<file path="config.mk">
export PLATFORM = sky130hd
export DESIGN_NAME = mem_access_unit_flat
export DESIGN_NICKNAME = d
export VERILOG_FILES = /design/src/rtl/mem_access_unit_pkg.sv /design/src/rtl/mem_access_unit_if.sv /design/src/rtl/mem_lane_align.sv /design/src/rtl/mem_access_unit.sv /design/src/flat_wrapper.sv
export SDC_FILE = /design/constraint.sdc
export NUM_CORES = 1
export LEC_CHECK = 0
export BUFFER_PORTS_ARGS = -buffer_cell sky130_fd_sc_hd__buf_4
export CAP_MARGIN = 20
export CORE_MARGIN = 4
export CORE_UTILIZATION = 45
export CTS_CLUSTER_DIAMETER = 200
export DETAILED_ROUTE_END_ITERATION = 10
export PLACE_DENSITY = 0.84
export SETUP_SLACK_MARGIN = 0.3
export SYNTH_ARGS = -nofsm -noshare
export SYNTH_HDL_FRONTEND = slang
export SYNTH_SLANG_ARGS = --single-unit
</file>
<file path="constraint.sdc">
create_clock -name clk -period 2.1 [get_ports clk]
set_clock_uncertainty 0.1 [all_clocks]
set_input_delay 0.42 -clock clk [delete_from_list [all_inputs] [get_ports clk]]
set_output_delay 0.42 -clock clk [all_outputs]
set_load 0.1 [all_outputs]
</file>
<file path="src/rtl/mem_access_unit_pkg.sv">
// Shared types and constants for the memory-stage load/store engine.
package mem_access_unit_pkg;

  typedef enum logic [1:0] {
    IDLE = 2'd0,
    BUSY = 2'd1,
    RESP = 2'd2
  } state_t;

  localparam logic [2:0] F3_B  = 3'd0;
  localparam logic [2:0] F3_H  = 3'd1;
  localparam logic [2:0] F3_W  = 3'd2;
  localparam logic [2:0] F3_BU = 3'd4;
  localparam logic [2:0] F3_HU = 3'd5;

  localparam int unsigned STRB_W = 4;

endpackage

</file>
<file path="src/rtl/mem_access_unit_if.sv">
// Pipeline request/response and RAM valid/ready bus of the memory-stage engine.
interface mem_access_unit_if #(
  parameter int unsigned DATA_W = 32
);
  import mem_access_unit_pkg::*;

  logic              req_valid;
  logic              req_write;
  logic [2:0]        req_funct3;
  logic [DATA_W-1:0] req_addr;
  logic [DATA_W-1:0] req_wdata;
  logic              stall;
  logic              rsp_valid;
  logic [DATA_W-1:0] rsp_rdata;
  logic              select;
  logic              misalign;
  logic              bus_err;
  logic              mem_valid;
  logic              mem_we;
  logic [DATA_W-1:0] mem_addr;
  logic [STRB_W-1:0] mem_wstrb;
  logic [DATA_W-1:0] mem_wdata;
  logic              mem_ready;
  logic [DATA_W-1:0] mem_rdata;

  modport master (
    output req_valid, req_write, req_funct3, req_addr, req_wdata, mem_ready, mem_rdata,
    input  stall, rsp_valid, rsp_rdata, select, misalign, bus_err,
           mem_valid, mem_we, mem_addr, mem_wstrb, mem_wdata
  );

  modport slave (
    input  req_valid, req_write, req_funct3, req_addr, req_wdata, mem_ready, mem_rdata,
    output stall, rsp_valid, rsp_rdata, select, misalign, bus_err,
           mem_valid, mem_we, mem_addr, mem_wstrb, mem_wdata
  );

endinterface

</file>
<file path="src/rtl/mem_lane_align.sv">
// Byte-lane steering: store strobes/replication, load extraction/extension,
// and misalignment / illegal funct3 detection.
module mem_lane_align
  import mem_access_unit_pkg::*;
#(
  parameter int unsigned DATA_W = 32
) (
  input  logic              write,
  input  logic [2:0]        funct3,
  input  logic [1:0]        lane,
  input  logic [DATA_W-1:0] wdata,
  input  logic [DATA_W-1:0] rdata,
  output logic [STRB_W-1:0] wstrb,
  output logic [DATA_W-1:0] wdata_rep,
  output logic [DATA_W-1:0] rdata_ext,
  output logic              misalign,
  output logic              illegal
);

  logic [7:0]  byte_sel;
  logic [15:0] half_sel;

  assign byte_sel = rdata[{lane, 3'b000} +: 8];
  assign half_sel = rdata[{lane[1], 4'b0000} +: 16];

  always_comb begin
    wstrb     = '0;
    wdata_rep = '0;
    rdata_ext = '0;
    misalign  = 1'b0;
    illegal   = 1'b0;
    case (funct3)
      F3_B: begin
        wstrb     = 4'b0001 << lane;
        wdata_rep = {(DATA_W/8){wdata[7:0]}};
        rdata_ext = {{(DATA_W-8){byte_sel[7]}}, byte_sel};
      end
      F3_H: begin
        wstrb     = 4'b0011 << {lane[1], 1'b0};
        wdata_rep = {(DATA_W/16){wdata[15:0]}};
        rdata_ext = {{(DATA_W-16){half_sel[15]}}, half_sel};
        misalign  = lane[0];
      end
      F3_W: begin
        wstrb     = '1;
        wdata_rep = wdata;
        rdata_ext = rdata;
        misalign  = |lane;
      end
      F3_BU: begin
        rdata_ext = {{(DATA_W-8){1'b0}}, byte_sel};
        illegal   = write;
      end
      F3_HU: begin
        rdata_ext = {{(DATA_W-16){1'b0}}, half_sel};
        misalign  = lane[0];
        illegal   = write;
      end
      default: illegal = 1'b1;
    endcase
    if (!write) wstrb = '0;
    // an illegal code reports bus_err only, never misalign as well
    if (illegal) misalign = 1'b0;
  end

endmodule

</file>
<file path="src/rtl/mem_access_unit.sv">
// Memory-stage load/store engine: request capture, RAM valid/ready FSM,
// timeout and one-cycle response toward the MEM/WB register.
module mem_access_unit
  import mem_access_unit_pkg::*;
#(
  parameter int unsigned DATA_W  = 32,
  parameter int unsigned TIMEOUT = 255
) (
  input logic               clk,
  input logic               rst,
  mem_access_unit_if.slave  bus
);

  localparam int unsigned CNT_W = $clog2(TIMEOUT + 1);

  state_t state, state_nxt;

  logic [CNT_W-1:0]  cnt;
  logic              we_q;
  logic [2:0]        f3_q;
  logic [1:0]        lane_q;
  logic [DATA_W-1:0] addr_q;
  logic [DATA_W-1:0] wdata_q;
  logic [STRB_W-1:0] wstrb_q;
  logic [DATA_W-1:0] rdata_q;
  logic              misalign_q;
  logic              bus_err_q;

  logic              al_write;
  logic [2:0]        al_f3;
  logic [1:0]        al_lane;
  logic [STRB_W-1:0] al_wstrb;
  logic [DATA_W-1:0] al_wdata;
  logic [DATA_W-1:0] al_rdata;
  logic              al_misalign;
  logic              al_illegal;
  logic              timeout_hit;

  // one aligner serves both the IDLE check and the BUSY load extraction
  assign al_write    = (state == IDLE) ? bus.req_write         : we_q;
  assign al_f3       = (state == IDLE) ? bus.req_funct3        : f3_q;
  assign al_lane     = (state == IDLE) ? bus.req_addr[1:0]     : lane_q;
  assign timeout_hit = (cnt == CNT_W'(TIMEOUT - 1));

  mem_lane_align #(.DATA_W(DATA_W)) u_align (
    .write     (al_write),
    .funct3    (al_f3),
    .lane      (al_lane),
    .wdata     (bus.req_wdata),
    .rdata     (bus.mem_rdata),
    .wstrb     (al_wstrb),
    .wdata_rep (al_wdata),
    .rdata_ext (al_rdata),
    .misalign  (al_misalign),
    .illegal   (al_illegal)
  );

  always_ff @(posedge clk) begin
    if (rst) state <= IDLE;
    else     state <= state_nxt;
  end

  always_comb begin
    state_nxt = state;
    case (state)
      IDLE:    if (bus.req_valid) state_nxt = (al_misalign || al_illegal) ? RESP : BUSY;
      BUSY:    if (bus.mem_ready || timeout_hit) state_nxt = RESP;
      RESP:    state_nxt = IDLE;
      default: state_nxt = IDLE;
    endcase
  end

  always_ff @(posedge clk) begin
    if (rst) begin
      cnt        <= '0;
      we_q       <= 1'b0;
      f3_q       <= '0;
      lane_q     <= '0;
      addr_q     <= '0;
      wdata_q    <= '0;
      wstrb_q    <= '0;
      rdata_q    <= '0;
      misalign_q <= 1'b0;
      bus_err_q  <= 1'b0;
    end else begin
      case (state)
        IDLE: begin
          cnt <= '0;
          if (bus.req_valid) begin
            we_q       <= bus.req_write;
            f3_q       <= bus.req_funct3;
            lane_q     <= bus.req_addr[1:0];
            addr_q     <= {bus.req_addr[DATA_W-1:2], 2'b00};
            wdata_q    <= al_wdata;
            wstrb_q    <= al_wstrb;
            rdata_q    <= '0;
            misalign_q <= al_misalign;
            bus_err_q  <= al_illegal;
          end
        end
        BUSY: begin
          if (bus.mem_ready) begin
            if (!we_q) rdata_q <= al_rdata;
          end else if (timeout_hit) begin
            bus_err_q <= 1'b1;
          end else begin
            cnt <= cnt + CNT_W'(1);
          end
        end
        default: ;
      endcase
    end
  end

  assign bus.stall     = ((state == IDLE) && bus.req_valid) || (state == BUSY);
  assign bus.rsp_valid = (state == RESP);
  assign bus.rsp_rdata = bus.rsp_valid ? rdata_q : '0;
  assign bus.misalign  = bus.rsp_valid && misalign_q;
  assign bus.bus_err   = bus.rsp_valid && bus_err_q;
  assign bus.select    = bus.rsp_valid && !we_q && !misalign_q && !bus_err_q;
  assign bus.mem_valid = (state == BUSY);
  assign bus.mem_we    = (state == BUSY) && we_q;
  assign bus.mem_addr  = addr_q;
  assign bus.mem_wstrb = wstrb_q;
  assign bus.mem_wdata = wdata_q;

endmodule

</file>
<file path="src/flat_wrapper.sv">
// flat-port wrapper written by rule: the top's interface ports become plain ports
module mem_access_unit_flat import mem_access_unit_pkg::*;
#(
  parameter int unsigned DATA_W  = 32,
  parameter int unsigned TIMEOUT = 255
)
  (clk, rst, bus_req_valid, bus_req_write, bus_req_funct3, bus_req_addr, bus_req_wdata, bus_mem_ready, bus_mem_rdata, bus_stall, bus_rsp_valid, bus_rsp_rdata, bus_select, bus_misalign, bus_bus_err, bus_mem_valid, bus_mem_we, bus_mem_addr, bus_mem_wstrb, bus_mem_wdata);
  mem_access_unit_if #(.DATA_W(DATA_W)) bus_i ();
  input logic clk;
  input logic rst;
  input wire logic [$bits(bus_i.req_valid)-1:0] bus_req_valid;
  input wire logic [$bits(bus_i.req_write)-1:0] bus_req_write;
  input wire logic [$bits(bus_i.req_funct3)-1:0] bus_req_funct3;
  input wire logic [$bits(bus_i.req_addr)-1:0] bus_req_addr;
  input wire logic [$bits(bus_i.req_wdata)-1:0] bus_req_wdata;
  input wire logic [$bits(bus_i.mem_ready)-1:0] bus_mem_ready;
  input wire logic [$bits(bus_i.mem_rdata)-1:0] bus_mem_rdata;
  output wire logic [$bits(bus_i.stall)-1:0] bus_stall;
  output wire logic [$bits(bus_i.rsp_valid)-1:0] bus_rsp_valid;
  output wire logic [$bits(bus_i.rsp_rdata)-1:0] bus_rsp_rdata;
  output wire logic [$bits(bus_i.select)-1:0] bus_select;
  output wire logic [$bits(bus_i.misalign)-1:0] bus_misalign;
  output wire logic [$bits(bus_i.bus_err)-1:0] bus_bus_err;
  output wire logic [$bits(bus_i.mem_valid)-1:0] bus_mem_valid;
  output wire logic [$bits(bus_i.mem_we)-1:0] bus_mem_we;
  output wire logic [$bits(bus_i.mem_addr)-1:0] bus_mem_addr;
  output wire logic [$bits(bus_i.mem_wstrb)-1:0] bus_mem_wstrb;
  output wire logic [$bits(bus_i.mem_wdata)-1:0] bus_mem_wdata;
  assign bus_i.req_valid = bus_req_valid;
  assign bus_i.req_write = bus_req_write;
  assign bus_i.req_funct3 = bus_req_funct3;
  assign bus_i.req_addr = bus_req_addr;
  assign bus_i.req_wdata = bus_req_wdata;
  assign bus_i.mem_ready = bus_mem_ready;
  assign bus_i.mem_rdata = bus_mem_rdata;
  assign bus_stall = bus_i.stall;
  assign bus_rsp_valid = bus_i.rsp_valid;
  assign bus_rsp_rdata = bus_i.rsp_rdata;
  assign bus_select = bus_i.select;
  assign bus_misalign = bus_i.misalign;
  assign bus_bus_err = bus_i.bus_err;
  assign bus_mem_valid = bus_i.mem_valid;
  assign bus_mem_we = bus_i.mem_we;
  assign bus_mem_addr = bus_i.mem_addr;
  assign bus_mem_wstrb = bus_i.mem_wstrb;
  assign bus_mem_wdata = bus_i.mem_wdata;
  mem_access_unit #(.DATA_W(DATA_W), .TIMEOUT(TIMEOUT)) u_core (.clk(clk), .rst(rst), .bus(bus_i));
endmodule
</file>
==> results.md <==
- DR iter-0 viols: 792
- Pwr Density: 981 nW/µm²
- Core area: 12600 µm²
- Warnings from Yosys: 0
- Layout Nets: 1034
- Dpl cells: 1027
- Post-Syn Area: 5740 µm²
- Fin util: 80.5%
- Worst slew margin: 60.7%
- Clock-pin transition on the worst setup and hold timing paths: 0.06 ns
- CP startpoint: u_core.state[0]
- Drt first pass iters: 9
- Gpl congestion: 0.877
- Largest net degree at the start of global routing: 81
- Layout cells sized above 1: 51.6%
- Die area: 14600 µm²
- Clock tree sinks: 116
- Max cap viols: 0
- Synth Area per Inst: 8.82 µm²
- Synth Register Bits: 116
- F_max: 0.428 GHz
- Worst Min Path Start: bus_mem_rdata[0]
- GRT Total Usage: 29.9%
- Critical Path RT: 2.31 ns
- Die width: 121 µm
- Int Power: 6100 µW
- CP Max Fanout: 5
- Skew-Pair Late Insertion Delay: 0.42 ns
- Grt total ovfl: 0
- Via count: 6627
- Sequential area share after synthesis: 40.4%
- Failing checks: negative setup slack
- Starting Density: 45.7%
- Drt total wl: 23.6 mm
- # setup viols final: 101
- Critical Path Source Type: flip-flop
- Vias in the first global route: 6483
- DP Worst Slack: -0.0999 ns
- Global-route wire length before repair: 34.3 mm
- Rows: 41
- Io pins: 211
- Library cells used by synthesis: 62
- Mapped Cells: 651
- Status: finished with violations
- RSZ-0062 raised after global routing: true
- Num CTS Buffers: 17
- Async SR Flop Fraction: 0%
- Measured slew at the worst slew-check pin: 0.588 ns
- Post-layout minimum cycle time: 2.33 ns
- Highest ir drop seen on vdd: 731 µV
- Final setup margin: -0.234 ns
- Post-DR wirelength/cell: 21.2 µm
- Routed Antenna Nets: 0
- Clk pwr share: 29.6%
- Hold path depth: 3
- Max Transition Viols Final: 0
- Post-synth EDFFs: 0
- Hold_buf cts: 0
- CTS tree: built
- # diodes: 0
- Initial antenna violation count: 0
- CTS root buf: clkbuf_16
- Worst min-delay path class: input port to flip-flop
- Hpwl dp: 13.6 mm
- Area growth syn-to-layout: 76.1%
- Final Total Pwr: 9920 µW
- Register area: 2340 µm²
- Worst r2r src: u_core.state[0]
- Sw frac: 38.5%
- Synth Flop Type: dfxtp_1
- DRC Markers: 0
- Vias per Instance: 5.97
- Filler Cell Count: 707
- Buffers on Ports: 208
- Worst EP arrival: 2.54 ns
- Area occupied by multi-input gates: 3650 µm²
- Gate power share: 45.3%
- NetSw: 3820 µW
- Critical path endpoint category: flip-flop
- Final period utilization: 111%
- Crit path kind: flip-flop to flip-flop
- R2R cell count: 9
- Final Hold Viols: 0
- Layout Cells excl Fill: 1110
- Leakage power: 0.00412 µW
- Clock tree buffer depth: 2
- Flop pwr share: 25.2%
- H-tree depth: 4
- Die Y-Extent: 121 µm
==> worst paths after layout <==
path	to	slack, ns
max	u_core.rdata_q[5]	-0.23
min	u_core.rdata_q[0]	0.14
max reg2reg	u_core.rdata_q[5]	-0.23
min reg2reg	u_core.bus.mem_addr[25]	0.35
==> kinds of logic (layout without fill, tap and decap cells) <==
family          after synthesis  count (layout)  synth area share (%)
other cells                   1               2                0.0653
xor+xnor                      5               5                 0.762
mux                          24              24                  6.40
compound gates              179             180                  25.0
simple gates                265             265                  21.8
flops                       116             116                  40.4
fa+ha+maj                     2               2                 0.436
buf+inv                      59             344                  5.01
==> cell usage in the layout (no fill, tap or decap), types with 4 or more instances in the layout <==
master / n
buf_6: 31
mux2i_4: 5
buf_16: 7
a222oi_1: 18
o21ai_0: 12
nand2_1: 120
mux4_2: 7
a221oi_2: 22
a22oi_1: 33
buf_12: 54
nand3_1: 11
a32oi_1: 4
mux2i_1: 9
nor2_4: 6
a22oi_2: 12
clkbuf_16: 19
nand2_4: 4
clkbuf_1: 4
and2_4: 38
a21oi_1: 48
xor2_1: 4
a21oi_2: 6
nor2_1: 45
nand2b_1: 4
buf_4: 216
dfxtp_1: 111
==> through the flow <==
step,hold WS [ns],instance area (µm²),setup TNS [ns]
CTS,0.105,9810,-5.10
floorplan,0.340,6060,-0.875
global route,0.140,10100,-16.60
detailed placement,0.347,8030,-1.50
global placement,0.342,8030,-0.862
finish,0.140,10100,-11.69
==> sequential cells by signal (all words and copies together), names as in the netlist <==
| signal | count |
|---|---|
| u_core.bus.mem_wdata | 32 |
| u_core.rdata_q | 32 |
| u_core.bus.mem_addr | 30 |
| u_core.cnt | 8 |
| u_core.bus.mem_wstrb | 4 |
| u_core.f3_q | 3 |
| u_core.lane_q | 2 |
| u_core.state | 2 |
| u_core.bus_err_q | 1 |
| u_core.misalign_q | 1 |
| u_core.we_q | 1 |
==> routing by layer <==
metal	vias to the layer above	global-route usage, %	share of wire (%)
met5	-	0	0
met4	0	16.1	5.5
met3	109	8.39	9.8
met2	467	49.9	49
met1	3129	34.5	36
li1	2922	-	-
==> synth_stat cells (5+ instances only) <==
cell | instances | area share (%)
a221oi_1 | 8 | 1.2
dfxtp_1 | 116 | 40
mux2i_1 | 12 | 2.1
buf_6 | 5 | 0.98
nand2b_1 | 5 | 0.54
a22oi_1 | 45 | 5.9
o21ai_0 | 14 | 1.2
a21oi_1 | 54 | 4.7
buf_1 | 5 | 0.33
a222oi_1 | 18 | 3.1
mux4_2 | 5 | 2.0
nor2_1 | 49 | 3.2
nand2_1 | 125 | 8.2
buf_2 | 11 | 0.96
a221oi_2 | 17 | 4.4
nor3_1 | 5 | 0.44
clkbuf_1 | 30 | 2.0
nand3_1 | 13 | 1.1
and2_1 | 41 | 4.5
==> repair_timing <==
item                                    in CTS  in global routing
endpoints found under the setup margin     115                153
cloned                                       7                  2
resized for setup                          186                 41
setup buffers                               32                 13
pin swaps                                   21                 32
==> worst max-delay path, cell delays in order (launching register included) <==
cell	delay (ns)
dfxtp_4	0.36
buf_6	0.12
nor2_4	0.21
buf_6	0.16
mux2i_4	0.29
buf_12	0.15
buf_16	0.11
mux4_2	0.52
nand2_2	0.12
nand3_2	0.08
==> area by class of cell <==
type	count	share of cell area, %
flip-flops and latches	116	23.1
repair buffers	311	32.7
clock inverters	5	0.989
well taps	172	2.13
clock buffers	24	4.76
multi-input cells	478	36.1
inverters	4	0.186
==> power groups by stage <==
stage                     Combinational, µW  Sequential, µW  Clock [µW]
after detailed placement               3430            2540           0
after CTS                              4140            2490        2940
final                                  4490            2500        2930
after floorplan                        1560            3440           0
after global routing                   4670            2510        3060
after global placement                 3390            2530           0
Note: power is estimated with default switching activity, not from simulation.
